$ cat src/rtl/fetch_unit.sv
// ---------------------------------------------------------------------------
// fetch_unit
//
// Instruction fetch stage for a 16-bit pipeline. It issues one read at a time
// to the instruction memory, loads the returned word into the IF/ID pipeline
// register, and honours stalls (PCWrite / IFIDWrite) and flushes
// (redirect_valid) from later stages.
//
// A word that comes back while the pipeline is stalled is parked in an
// internal buffer (S_HOLD) so the memory does not have to be asked again.
// A redirect that arrives while a read is still outstanding sends the FSM to
// S_DRAIN. There it waits for the stale response, throws it away, and only
// then issues a read at the new PC.
//
// Ports
//   clk            : clock, all state updates on the rising edge
//   reset_n        : asynchronous active-low reset
//   PCWrite        : 1 = freeze PC (stall)
//   IFIDWrite      : 1 = freeze IF/ID register (stall)
//   redirect_valid : resolved branch/jump, flush fetch
//   redirect_pc    : redirect target
//   i_readM        : instruction memory read request
//   i_address      : instruction memory read address
//   i_data         : instruction memory read data (valid while i_ready = 1)
//   i_ready        : instruction memory response strobe
//   IFID_inst      : IF/ID instruction
//   IFID_pc        : IF/ID address of the instruction
//   IFID_next_pc   : IF/ID sequential successor address
//   IFID_valid     : IF/ID holds a real instruction (0 = bubble)
//   fetch_busy     : 1 = no instruction delivered into IF/ID this cycle
//   num_fetch      : count of instructions loaded into IF/ID (wraps)
// ---------------------------------------------------------------------------
module fetch_unit (
    input  logic        clk,
    input  logic        reset_n,
    input  logic        PCWrite,
    input  logic        IFIDWrite,
    input  logic        redirect_valid,
    input  logic [15:0] redirect_pc,
    output logic        i_readM,
    output logic [15:0] i_address,
    input  logic [15:0] i_data,
    input  logic        i_ready,
    output logic [15:0] IFID_inst,
    output logic [15:0] IFID_pc,
    output logic [15:0] IFID_next_pc,
    output logic        IFID_valid,
    output logic        fetch_busy,
    output logic [15:0] num_fetch
);

    localparam logic [1:0] S_REQ   = 2'd0;
    localparam logic [1:0] S_WAIT  = 2'd1;
    localparam logic [1:0] S_HOLD  = 2'd2;
    localparam logic [1:0] S_DRAIN = 2'd3;

    logic [1:0]  state_reg, state_next;
    logic [15:0] pc_reg, pc_next;
    logic [15:0] req_addr_reg, req_addr_next;
    logic [15:0] buf_reg, buf_next;
    logic [15:0] ifid_inst_reg, ifid_inst_next;
    logic [15:0] ifid_pc_reg, ifid_pc_next;
    logic [15:0] ifid_next_pc_reg, ifid_next_pc_next;
    logic        ifid_valid_reg, ifid_valid_next;
    logic [15:0] num_fetch_reg, num_fetch_next;

    logic        hold;
    logic        load_ifid;
    logic [15:0] load_data;

    assign hold = PCWrite | IFIDWrite;

    always_comb begin
        state_next        = state_reg;
        pc_next           = pc_reg;
        buf_next          = buf_reg;
        ifid_inst_next    = ifid_inst_reg;
        ifid_pc_next      = ifid_pc_reg;
        ifid_next_pc_next = ifid_next_pc_reg;
        ifid_valid_next   = ifid_valid_reg;
        num_fetch_next    = num_fetch_reg;
        load_ifid         = 1'b0;
        load_data         = i_data;

        if (redirect_valid) begin
            // Flush has priority over stalls and over any returning data.
            pc_next         = redirect_pc;
            ifid_valid_next = 1'b0;
            buf_next        = 16'h0000;
            case (state_reg)
                S_REQ, S_WAIT: state_next = i_ready ? S_REQ : S_DRAIN;
                S_HOLD:        state_next = S_REQ;
                default:       state_next = S_DRAIN;
            endcase
        end else begin
            case (state_reg)
                S_REQ, S_WAIT: begin
                    if (i_ready) begin
                        if (hold) begin
                            buf_next   = i_data;
                            state_next = S_HOLD;
                        end else begin
                            load_ifid  = 1'b1;
                            load_data  = i_data;
                            state_next = S_REQ;
                        end
                    end else begin
                        state_next = S_WAIT;
                        if (!IFIDWrite) begin
                            ifid_valid_next = 1'b0;
                        end
                    end
                end
                S_HOLD: begin
                    if (!hold) begin
                        load_ifid  = 1'b1;
                        load_data  = buf_reg;
                        state_next = S_REQ;
                    end
                end
                default: begin
                    // S_DRAIN: the response belongs to the abandoned address.
                    if (i_ready) begin
                        state_next = S_REQ;
                    end
                end
            endcase
        end

        if (load_ifid) begin
            ifid_inst_next    = load_data;
            ifid_pc_next      = req_addr_reg;
            ifid_next_pc_next = req_addr_reg + 16'd1;
            ifid_valid_next   = 1'b1;
            pc_next           = pc_reg + 16'd1;
            num_fetch_next    = num_fetch_reg + 16'd1;
        end

        // The request address is captured only when a new request starts,
        // so it stays put while waiting, holding or draining.
        req_addr_next = (state_next == S_REQ) ? pc_next : req_addr_reg;
    end

    always_ff @(posedge clk or negedge reset_n) begin
        if (!reset_n) begin
            state_reg        <= S_REQ;
            pc_reg           <= 16'h0000;
            req_addr_reg     <= 16'h0000;
            buf_reg          <= 16'h0000;
            ifid_inst_reg    <= 16'h0000;
            ifid_pc_reg      <= 16'h0000;
            ifid_next_pc_reg <= 16'h0000;
            ifid_valid_reg   <= 1'b0;
            num_fetch_reg    <= 16'h0000;
        end else begin
            state_reg        <= state_next;
            pc_reg           <= pc_next;
            req_addr_reg     <= req_addr_next;
            buf_reg          <= buf_next;
            ifid_inst_reg    <= ifid_inst_next;
            ifid_pc_reg      <= ifid_pc_next;
            ifid_next_pc_reg <= ifid_next_pc_next;
            ifid_valid_reg   <= ifid_valid_next;
            num_fetch_reg    <= num_fetch_next;
        end
    end

    assign i_readM      = (state_reg != S_HOLD);
    assign i_address    = req_addr_reg;
    assign IFID_inst    = ifid_inst_reg;
    assign IFID_pc      = ifid_pc_reg;
    assign IFID_next_pc = ifid_next_pc_reg;
    assign IFID_valid   = ifid_valid_reg;
    assign fetch_busy   = ~load_ifid;
    assign num_fetch    = num_fetch_reg;

endmodule

$ cat config.mk
export PLATFORM = sky130hd
export DESIGN_NAME = fetch_unit
export DESIGN_NICKNAME = d
export VERILOG_FILES = /design/src/rtl/fetch_unit.sv
export SDC_FILE = /design/constraint.sdc
export NUM_CORES = 1
export LEC_CHECK = 0
export ABC_AREA = 1
export CORE_MARGIN = 3
export CORE_UTILIZATION = 44
export DETAILED_ROUTE_END_ITERATION = 10
export PLACE_DENSITY = 0.78
export SLEW_MARGIN = 20
export SYNTH_ARGS = -nofsm -noshare
export SYNTH_HDL_FRONTEND = slang
export SYNTH_SLANG_ARGS = --single-unit
export TNS_END_PERCENT = 50
$ cat constraint.sdc
create_clock -name clk -period 1.9 [get_ports clk]
set_input_delay 0.475 -clock clk [delete_from_list [all_inputs] [get_ports clk]]
set_output_delay 0.475 -clock clk [all_outputs]
set_load 0.01 [all_outputs]
# After elaboration in Yosys (flattened, before gate mapping)
# Cells that the tools add are included.
# totals
register_bits,115
inputBits,38
out_inout_bits,83
# op_classes
addsub,3
eq_ne,5
mux,25
bitwise,2
n_reduce_logical,8
# ops
operator,count
2-to-1 mux 16 bit,8
"adder 16 x 1 -> 16 bit, second input constant",3
2-to-1 mux 2 bit,6
2-to-1 mux 1 bit,8
one-hot mux 2 bit (2 select lines),2
zero test 2 bit,2
nonzero test 2 bit,2
"inequality test 3 x 1 -> 1 bit, second input constant",1
"inequality test 3 x 2 -> 1 bit, second input constant",1
AND reduction 3 bit,1
nonzero test 3 bit,1
"equality test 2 x 1 -> 1 bit, second input constant",1
"equality test 2 bit, second input constant",1
"inequality test 2 bit, second input constant",1
one-hot mux 1 bit (2 select lines),1
AND reduction 2 bit,1
OR reduction 2 bit,1
inverter 1 bit,1
bitwise OR 1 bit,1

# Logic depth before layout (Yosys ltp)
# depth
ltp_word,7
ltp_mapped,11
ltp_nobuf,10

# Worst setup path before layout
# Ideal clock, no wire load.
# synth_timing
path_type,input to output
start,input port redirect_valid
end,output port fetch_busy
t_arrival_ps,1227
path_slack_ps,198
stages,5
path_cell_list,buf_2 > inv_2 > nand3_4 > buf_2 > buf_2
# synth_between
elab_chain_len,2
# synth_rtl
element,line_no,text
start: declaration,38,"input logic redirect_valid,"
2-to-1 mux 1 bit,85,if (redirect_valid) begin
inverter 1 bit,174,assign fetch_busy = ~load_ifid;
end: declaration,48,"output logic fetch_busy,"
# No other way between the ends.

# Final worst setup path
# layout_timing
start,input port IFIDWrite
end,output port fetch_busy
# layout_between
elab_chain_len,6
# layout_rtl
element,line_no,text
start: declaration,37,"input logic IFIDWrite,"
bitwise OR 1 bit (*),71,assign hold = PCWrite | IFIDWrite;
2-to-1 mux 1 bit (*),"99, 115",
2-to-1 mux 1 bit,98,if (i_ready) begin
one-hot mux 1 bit (2 select lines) (*),96,case (state_reg)
2-to-1 mux 1 bit (*),85,
inverter 1 bit (*),174,
# Every way passes the cells marked *; elsewhere a longest branch is shown, timed or not.

==> metrics.txt <==
CP Class=in2out; Cells after Synth=679; Setup violations, final=0; DRC=0; CP arrival=1.39 ns; GRT overflow=0; Die Width=118 um; vias in the first global route=5163; Detailed Place HPWL=10.5 mm; Synth Cell Area=5550 um2; final core utilization=64.8%; largest net degree at the start of global routing=66; CTS root buf=clkbuf_16; Setup crit end kind=output port; vias after detailed routing=5252; met2 GRT Util=34.9%; gp weighted congestion=0.898; VDD IR max=0.000892 V; Tmin final=1.87 ns; leakage=3.77 nW; clock-pin slew of the registers on the worst-case setup and hold paths=0.05 ns; diode count=0; CTS tree=yes; Setup Skew=0.00606 ns; CTS Buf Count=17; Vias/cell=5.16; clock power share=29.1%; Yosys cell types=34; post-synthesis async set-or-reset flop share=100%; # IOs=121; clock buffer depth=2; die area=14000 um2; Fmax=535 MHz; Net Switching=3.52 mW; Net Sw Frac=32.6%; clk sinks=115; Worst slew margin=64.9%; sequential share of the synthesized area=51.9%; Yosys reg bits=115; unrepaired setup endpoints after global routing=yes; CP required=1.42 ns; Detailed Route Iter0 Violations=474; Gate power share=34.8%; EDFF count, synth=0; Die H=118 um; initial antenna violation count=0; met1 usage=28.7%; first-pass GRT wire length=25.1 mm; Startpoint Class=input port; GRT Total Usage=22.1%; WL per Instance=14.8 um; Int Pwr=7.28 mW; clk_lat worst skew=0.41 ns; hold crit path type=in2reg; Avg Inst Size Synth=8.17 um2; Power, Total=10.8 mW; status=completed; Core Area=12200 um2; part of the power in registers=36.1%; Fin. Hold Viols=0; Cell Pwr Density=1370 nW/um2; synthesis-to-finish area growth=42.1%; Port Buffer Count=120; initial core utilization=45.6%; worst path cell trace=clkdlybuf4s50_1, nor2_4, nand3_4, buf_6; CP peak stage delay=0.46 ns; H-tree levels=4; Post-Syn Nets=720; critical path's top delay family=buffers and inverters; antenna viol nets, final=0; Max Fanout on Critical Path=4; # nets final=878; period utilization=98.3%; max-cap violations=0; number of cell rows=40; GR Layer Usage met3=5.60%; CP max-delay cell=clkdlybuf4s50_1; worst slew pin tran=0.525 ns; most utilized layer in the global route result=met2; Critical path buffers and inverters=2; Final Max Tran Viols=0; layout cell share with drive strength beyond 1=11.8%; Synth warnings=0; TritonRoute pass-1 iters=5; DRT Wirelength=15.0 mm; prevailing post-synth register cell=dfrtp_1
==> cell usage in the layout, fill, tap and decap left out, drive strengths merged, types with 9 or more instances in the layout <==
cell type	count
nand2	233
dfrtp	115
clkdlybuf4s50	103
inv	56
nand3	52
nor2	51
o21ai	49
buf	47
o211ai	20
clkbuf	20
xor2	17
o22ai	16
dlymetal6s2s	10
nor3	9
==> cell families (layout without fill, tap and decap cells) <==
group / after synthesis / after routing / share of synthesized area (%)
flip-flops: 115 / 115 / 51.9
adder cells (fa/ha/maj): 3 / 3 / 0.677
AND/OR/NAND/NOR: 355 / 355 / 26.7
buffers and inverters: 83 / 253 / 6.39
AO/OA/AOI/OAI: 99 / 99 / 10.5
XOR/XNOR: 24 / 24 / 3.79
==> tightest hold or removal path, cell delays in order <==
cell and delay [ns]:
dlymetal6s2s_1 0.12, buf_4 0.15, a21oi_1 0.09
==> power by group through the flow <==
stage / logic, mW / registers (mW) / clock network [mW]
final: 3.76 / 3.90 / 3.14
after global routing: 4.10 / 4.00 / 3.30
after CTS: 3.77 / 3.89 / 3.19
after detailed placement: 3.73 / 3.91 / 0
after global placement: 3.63 / 3.89 / 0
after floorplan: 1.25 / 4.13 / 0
==> cell usage after synthesis, types with 2 or more instances <==
library cell	n	area, um2
nand2_1	229	860
nand2_2	3	18.8
nand3_1	49	245
nand4_1	8	50.1
o21bai_1	2	15.0
o21ai_0	42	210
inv_2	5	18.8
buf_6	2	22.5
ha_1	3	37.5
xor2_1	17	149
nor3_1	8	40.0
buf_4	3	22.5
buf_2	13	65.1
inv_1	51	191
nor2_1	49	184
o21ai_1	7	35.0
clkbuf_1	9	33.8
dfrtp_1	115	2880
a21oi_1	7	35.0
nor2_2	2	12.5
nand3_2	2	20.0
xnor2_1	7	61.3
o211ai_1	20	150
o22ai_1	16	100
==> final timing paths <==
kind	from	to	slack [ns]	cells after the start
max	IFIDWrite	fetch_busy	0.03	4
max reg2reg	state_reg[1]	num_fetch[11]	0.16	10
max in group asynchronous	reset_n	i_address[0]	0.76	3
min	i_ready	state_reg[0]	0.47	3
min reg2reg	IFID_next_pc[14]	IFID_next_pc[14]	0.48	2
min in group asynchronous	reset_n	IFID_inst[14]	0.50	2
==> stage by stage <==
stage               setup slack (ns)  area (um2)  instances  setup TNS [ns]  hold WS, ns
floorplan                      0.198        5550        679               0        0.179
global placement              -0.329        7220        981          -15.76        0.387
detailed placement            -0.365        7220        981          -21.29        0.390
CTS                         -0.00931        7820       1015        -0.00931        0.485
global route                -0.00186        7880       1017        -0.00186        0.468
finish                        0.0315        7880       1017               0        0.474
==> what timing repair did <==
action	in CTS	in global routing
resized for setup	13	16
endpoints found under the hold margin	18	0
endpoints found under the setup margin	10	15
hold buffers	1	0
pin swaps	1	4
setup buffers	2	2
==> layer usage <==
layer / wire (um) / up-vias
li1: - / 2534
met2: 6890 / 234
met1: 6630 / 2447
met3: 1140 / 37
met5: 0 / -
met4: 374 / 0
==> final cells by class <==
type / instances / area [um2]
inverter: 56 / 210
multi-input combinational: 481 / 2320
clock buffer: 20 / 447
clock inverter: 11 / 136
fill: 1018 / 4280
timing repair buffer: 166 / 1670
sequential: 115 / 2890
tap: 168 / 210
(Power assumes the default switching activity.)
